File: src/rtl/uart_tx_frame.sv
// UART transmit framing stage: serialises start, LSB-first data, optional parity and stop.
// One CLK cycle is one bit period; busy/excep tell the parity calculator when a new byte is taken.
module uart_tx_frame #(
  parameter int DATA_WIDTH = 8
) (
  input  logic                  CLK,
  input  logic                  RST,
  input  logic [DATA_WIDTH-1:0] P_DATA,
  input  logic                  Data_Valid,
  input  logic                  PAR_EN,
  input  logic                  par_bit,
  output logic                  TX_OUT,
  output logic                  busy,
  output logic                  excep
);

  localparam int CNT_W = (DATA_WIDTH > 1) ? $clog2(DATA_WIDTH) : 1;
  localparam logic [CNT_W-1:0] LAST_BIT = CNT_W'(DATA_WIDTH - 1);

  typedef enum logic [2:0] {
    S_IDLE   = 3'd0,
    S_START  = 3'd1,
    S_DATA   = 3'd2,
    S_PARITY = 3'd3,
    S_STOP   = 3'd4
  } state_t;

  state_t                r_state, w_next_state;
  logic [CNT_W-1:0]      r_cnt, w_next_cnt;
  logic [DATA_WIDTH-1:0] r_data, w_next_data;
  logic                  r_par_en, w_next_par_en;
  logic                  r_tx, w_next_tx;
  logic                  r_busy, w_next_busy;
  logic                  r_excep, w_next_excep;
  logic                  w_accept;
  logic [CNT_W-1:0]      w_cnt_inc;

  // Same condition the parity calculator uses to latch, so both see the same byte.
  assign w_accept  = Data_Valid && (!r_busy || r_excep);
  assign w_cnt_inc = r_cnt + 1'b1;

  always_comb begin
    w_next_state  = r_state;
    w_next_cnt    = r_cnt;
    w_next_data   = r_data;
    w_next_par_en = r_par_en;
    w_next_tx     = r_tx;
    w_next_busy   = r_busy;
    w_next_excep  = r_excep;

    case (r_state)
      S_IDLE: begin
        w_next_tx    = 1'b1;
        w_next_busy  = 1'b0;
        w_next_excep = 1'b0;
        if (w_accept) begin
          w_next_state  = S_START;
          w_next_data   = P_DATA;
          w_next_par_en = PAR_EN;
          w_next_cnt    = '0;
          w_next_tx     = 1'b0;
          w_next_busy   = 1'b1;
        end
      end
      S_START: begin
        w_next_state = S_DATA;
        w_next_cnt   = '0;
        w_next_tx    = r_data[0];
        w_next_busy  = 1'b1;
        w_next_excep = 1'b0;
      end
      S_DATA: begin
        w_next_busy  = 1'b1;
        w_next_excep = 1'b0;
        // The counter holds the index of the bit currently on the line.
        if (r_cnt == LAST_BIT) begin
          if (r_par_en) begin
            w_next_state = S_PARITY;
            w_next_tx    = par_bit;
          end else begin
            w_next_state = S_STOP;
            w_next_tx    = 1'b1;
            w_next_excep = 1'b1;
          end
        end else begin
          w_next_cnt = w_cnt_inc;
          w_next_tx  = r_data[w_cnt_inc];
        end
      end
      S_PARITY: begin
        w_next_state = S_STOP;
        w_next_tx    = 1'b1;
        w_next_busy  = 1'b1;
        w_next_excep = 1'b1;
      end
      S_STOP: begin
        if (w_accept) begin
          w_next_state  = S_START;
          w_next_data   = P_DATA;
          w_next_par_en = PAR_EN;
          w_next_cnt    = '0;
          w_next_tx     = 1'b0;
          w_next_busy   = 1'b1;
          w_next_excep  = 1'b0;
        end else begin
          w_next_state = S_IDLE;
          w_next_tx    = 1'b1;
          w_next_busy  = 1'b0;
          w_next_excep = 1'b0;
        end
      end
      default: begin
        w_next_state = S_IDLE;
        w_next_cnt   = '0;
        w_next_tx    = 1'b1;
        w_next_busy  = 1'b0;
        w_next_excep = 1'b0;
      end
    endcase
  end

  always_ff @(posedge CLK) begin
    if (!RST) begin
      r_state  <= S_IDLE;
      r_cnt    <= '0;
      r_data   <= '0;
      r_par_en <= 1'b0;
      r_tx     <= 1'b1;
      r_busy   <= 1'b0;
      r_excep  <= 1'b0;
    end else begin
      r_state  <= w_next_state;
      r_cnt    <= w_next_cnt;
      r_data   <= w_next_data;
      r_par_en <= w_next_par_en;
      r_tx     <= w_next_tx;
      r_busy   <= w_next_busy;
      r_excep  <= w_next_excep;
    end
  end

  assign TX_OUT = r_tx;
  assign busy   = r_busy;
  assign excep  = r_excep;

endmodule

File: config.mk
export PLATFORM = sky130hd
export DESIGN_NAME = uart_tx_frame
export DESIGN_NICKNAME = d
export VERILOG_FILES = /design/src/rtl/uart_tx_frame.sv
export SDC_FILE = /design/constraint.sdc
export NUM_CORES = 1
export LEC_CHECK = 0
export BUFFER_PORTS_ARGS = -buffer_cell sky130_fd_sc_hd__buf_2
export CORE_ASPECT_RATIO = 1.2
export CORE_MARGIN = 2
export CORE_UTILIZATION = 40
export CTS_BUF_LIST = sky130_fd_sc_hd__clkbuf_2
export CTS_CLUSTER_SIZE = 25
export DETAILED_ROUTE_END_ITERATION = 10
export PLACE_DENSITY = 0.59
export SLEW_MARGIN = 20
export SYNTH_ARGS = -nofsm -noshare
export SYNTH_HDL_FRONTEND = slang
export SYNTH_SLANG_ARGS = --single-unit
File: constraint.sdc
create_clock -name CLK -period 2.45 [get_ports CLK]
set_input_delay 0 -clock CLK [delete_from_list [all_inputs] [get_ports CLK]]
set_output_delay 0 -clock CLK [all_outputs]
set_load 0.02 [all_outputs]
==> impl_metrics.csv <==
group,metric,value,unit
sta,clock_skew,1.48,ps
power,pwr-share-comb,20.4,%
sta,max_freq,0.550,GHz
sta,tightest_slew,440,ps
setup_path,r2r_start,"r_cnt[0]",
clocking,h-tree-depth,1,
setup_path,critPathLaunchType,"register",
setup_path,critical_path_buf_inv_count,0,
setup_path,worst_setup_path_end_kind,"register",
worst_hold_path,hp-start,"Data_Valid",
setup_path,crit_start,"r_cnt[0]",
yosys,yosys_warnings,0,
placed_design,dp.cells,112,
clocking,path_clk_slew,160,ps
setup_path,cp_max_fo,4,
setup_path,crit_family,"multiplexers",
yosys,yosys.area.top_type,"dfxtp_1",
yosys,ys_ff_latch,18,
clocking,cts_tree,"done",
yosys,synth.distinct_cells,22,
cells_and_area,final_cell_count_no_fill,125,
sta,slew_headroom,70.4,%
placed_design,pre_cts_ws,642,ps
routing,post-route-drc-count,0,
cells_and_area,num_antenna_cells,0,
sta,hold_violations,0,
yosys,synth-main-ff-cell,"dfxtp_1",
routing,first_pass_iters,2,
setup_path,slowest_delay,570,ps
floorplan,die_h,52.7,um
global_routing,gr-usage-all-layers,15.0,%
yosys,yosys-top-cells-area,"dfxtp_1 (46%), mux2i_1 (14%), mux4_1 (6.7%)",
floorplan,core-area,1850,um2
setup_path,crit_chain,"ha_1 -> mux4_1 -> mux2i_1 -> nor4_1 -> a211o_1",
sta,fin_crit_sh,74.3,%
power,switching_share,27.7,%
routing,drt-initial-drc-count,9,
floorplan,start_util,42.7,%
placed_design,port_buffers,15,
yosys,synth_edf_count,0,
outcome,status,"finished clean",
clocking,clkLatencyLatePin,290,ps
routing,routedWlPerCell,12.6,um
sta,whs,65.0,ps
global_routing,grt_pass1_vias,596,
power,vdd_drop_max,0.307,mV
cells_and_area,area_growth,26.3,%
setup_path,worstPathRequired,2650,ps
placed_design,hpwl,1100,um
yosys,ys_async_sr_fraction,0,%
power,p_switching,156,uW
yosys,syn_area,790,um2
routing,wl,1570,um
yosys,synth_top_cell_area_share,45.6,%
cells_and_area,drive_above_1_share,17.9,%
placed_design,gp_congestion,0.734,
floorplan,dieArea,2350,um2
global_routing,grt_pass1_wl,2510,um
floorplan,die_w,44.6,um
yosys,synth.avg_cell_area,9.87,um2
routing,drtAntennaViolNets,0,
routing,vias_per_cell,5.25,
job,maxCapViolCount,0,
sta,drv_slew,0,
global_routing,overflow,0,
power,power.share.clock,21.2,%
power,p_leak,0.451,nW
worst_hold_path,hold_path.class,"primary input to register",
clocking,cts_sinks,18,
clocking,post_cts_resized,0,
sta,period_needed,1820,ps
clocking,postCtsSetupBuffers,0,
yosys,synthTopCellsByCount,"dfxtp_1 (18), nor2_1 (13), mux2i_1 (11)",
sta,rsz0062_at_grt,"false",
floorplan,io_pins,16,
power,cellPowerDensity,567,nW/um2
yosys,yosysSeqAreaShare,45.6,%
clocking,cts_root_buffer,"clkbuf_2",
global_routing,antenna_found_initial,0,
routing,vias,656,
clocking,cts_buffer_depth,2,
yosys,synthCells,80,
sta,setup_viol,0,
power,power.internal,409,uW
power,sequentialPowerShare,58.4,%
setup_path,path_class,"register to register",
setup_path,worstPathArrival,2020,ps
sta,worst_slack,630,ps
sta,final.setup.tns,0,ps
floorplan,rows,17,
yosys,yosysMostFrequentCell,"dfxtp_1",
global_routing,grt_max_degree,18,
setup_path,cpMaxStageDelayCell,"mux4_1",
yosys,synth_nets,95,
cells_and_area,final_nets,123,
clocking,cts_buffers,3,
-- power groups by stage --
stage / sequential, mW / combinational (mW) / clock (mW)
floorplan: 0.334 / 0.0746 / 0
global placement: 0.335 / 0.102 / 0
detailed placement: 0.336 / 0.103 / 0
CTS: 0.330 / 0.116 / 0.123
global route: 0.332 / 0.128 / 0.134
finish: 0.330 / 0.116 / 0.120
-- cell families (layout without fill, tap and decap cells) --
logic type | count (synthesis) | in the layout | synth area share (%)
multiplexers | 13 | 13 | 20.6
buffers and inverters | 5 | 31 | 2.69
adder cells (fa/ha/maj) | 2 | 2 | 3.17
flip-flops | 18 | 18 | 45.6
AO/OA/AOI/OAI | 13 | 13 | 9.83
AND/OR/NAND/NOR | 29 | 29 | 18.1
-- layout by cell type, fill, tap and decap left out, drive strengths merged --
cell type | synthesis | routed
a211o | 1 | 1
a21boi | 2 | 2
a21oi | 4 | 4
and2 | 1 | 1
buf | 2 | 16
clkbuf | 1 | 3
clkinv | 1 | 1
dfxtp | 18 | 18
dlygate4sd3 | 0 | 10
ha | 2 | 2
inv | 1 | 1
mux2i | 11 | 11
mux4 | 2 | 2
nand2 | 3 | 3
nand2b | 3 | 3
nand3 | 1 | 1
nand4bb | 1 | 1
nor2 | 13 | 13
nor3 | 5 | 5
nor4 | 1 | 1
o21ai | 5 | 5
o22a | 1 | 1
or4b | 1 | 1
-- sequential cells by signal, summed over array words and instances (netlist names) --
name      cells
busy          1
r_data        8
excep         1
TX_OUT        1
r_par_en      1
r_state       3
r_cnt         3
-- final cells by class --
class | count | area, um2
multi-input combinational | 57 | 408
tap | 19 | 23.8
sequential | 18 | 360
clock buffer | 3 | 15.0
inverter | 2 | 7.51
fill | 165 | 853
timing repair buffer | 26 | 183
-- repair_timing --
item	CTS	global route
hold endpoints to repair	10	0
hold buffers	10	0
setup endpoints to repair	0	0
-- through the flow --
step	cell area, um2	utilization [%]	power [mW]
CTS	997	53.9	0.568
finish	997	53.9	0.565
global route	997	53.9	0.593
global placement	882	47.7	0.437
detailed placement	882	47.7	0.440
floorplan	790	-	0.409
-- layer usage --
metal  GRT usage (%)  wire (um)  part of all wire [%]  vias to the layer above
met4            10.6         30                   1.9                        0
met3            2.07         60                   3.8                        4
met5               0          0                     0                        -
met2            23.4        717                    46                       15
li1                -          -                     -                      339
met1            18.4        761                    49                      298
-- path summary, 6_finish.rpt --
kind / endpoint / depth (start not counted) / slack, ps
hold / removal: r_state[0] / 4 / 70
hold reg to reg: r_state[1] / 1 / 490
setup / recovery: TX_OUT / 5 / 630
setup reg to reg: TX_OUT / 5 / 630
-- worst register-to-register path, cell delays in order (launching register included) --
cell	delay (ps)
dfxtp_1	370
ha_1	350
mux4_1	570
mux2i_1	160
nor4_1	60
a211o_1	230
Note: power is estimated with default switching activity, not from simulation.
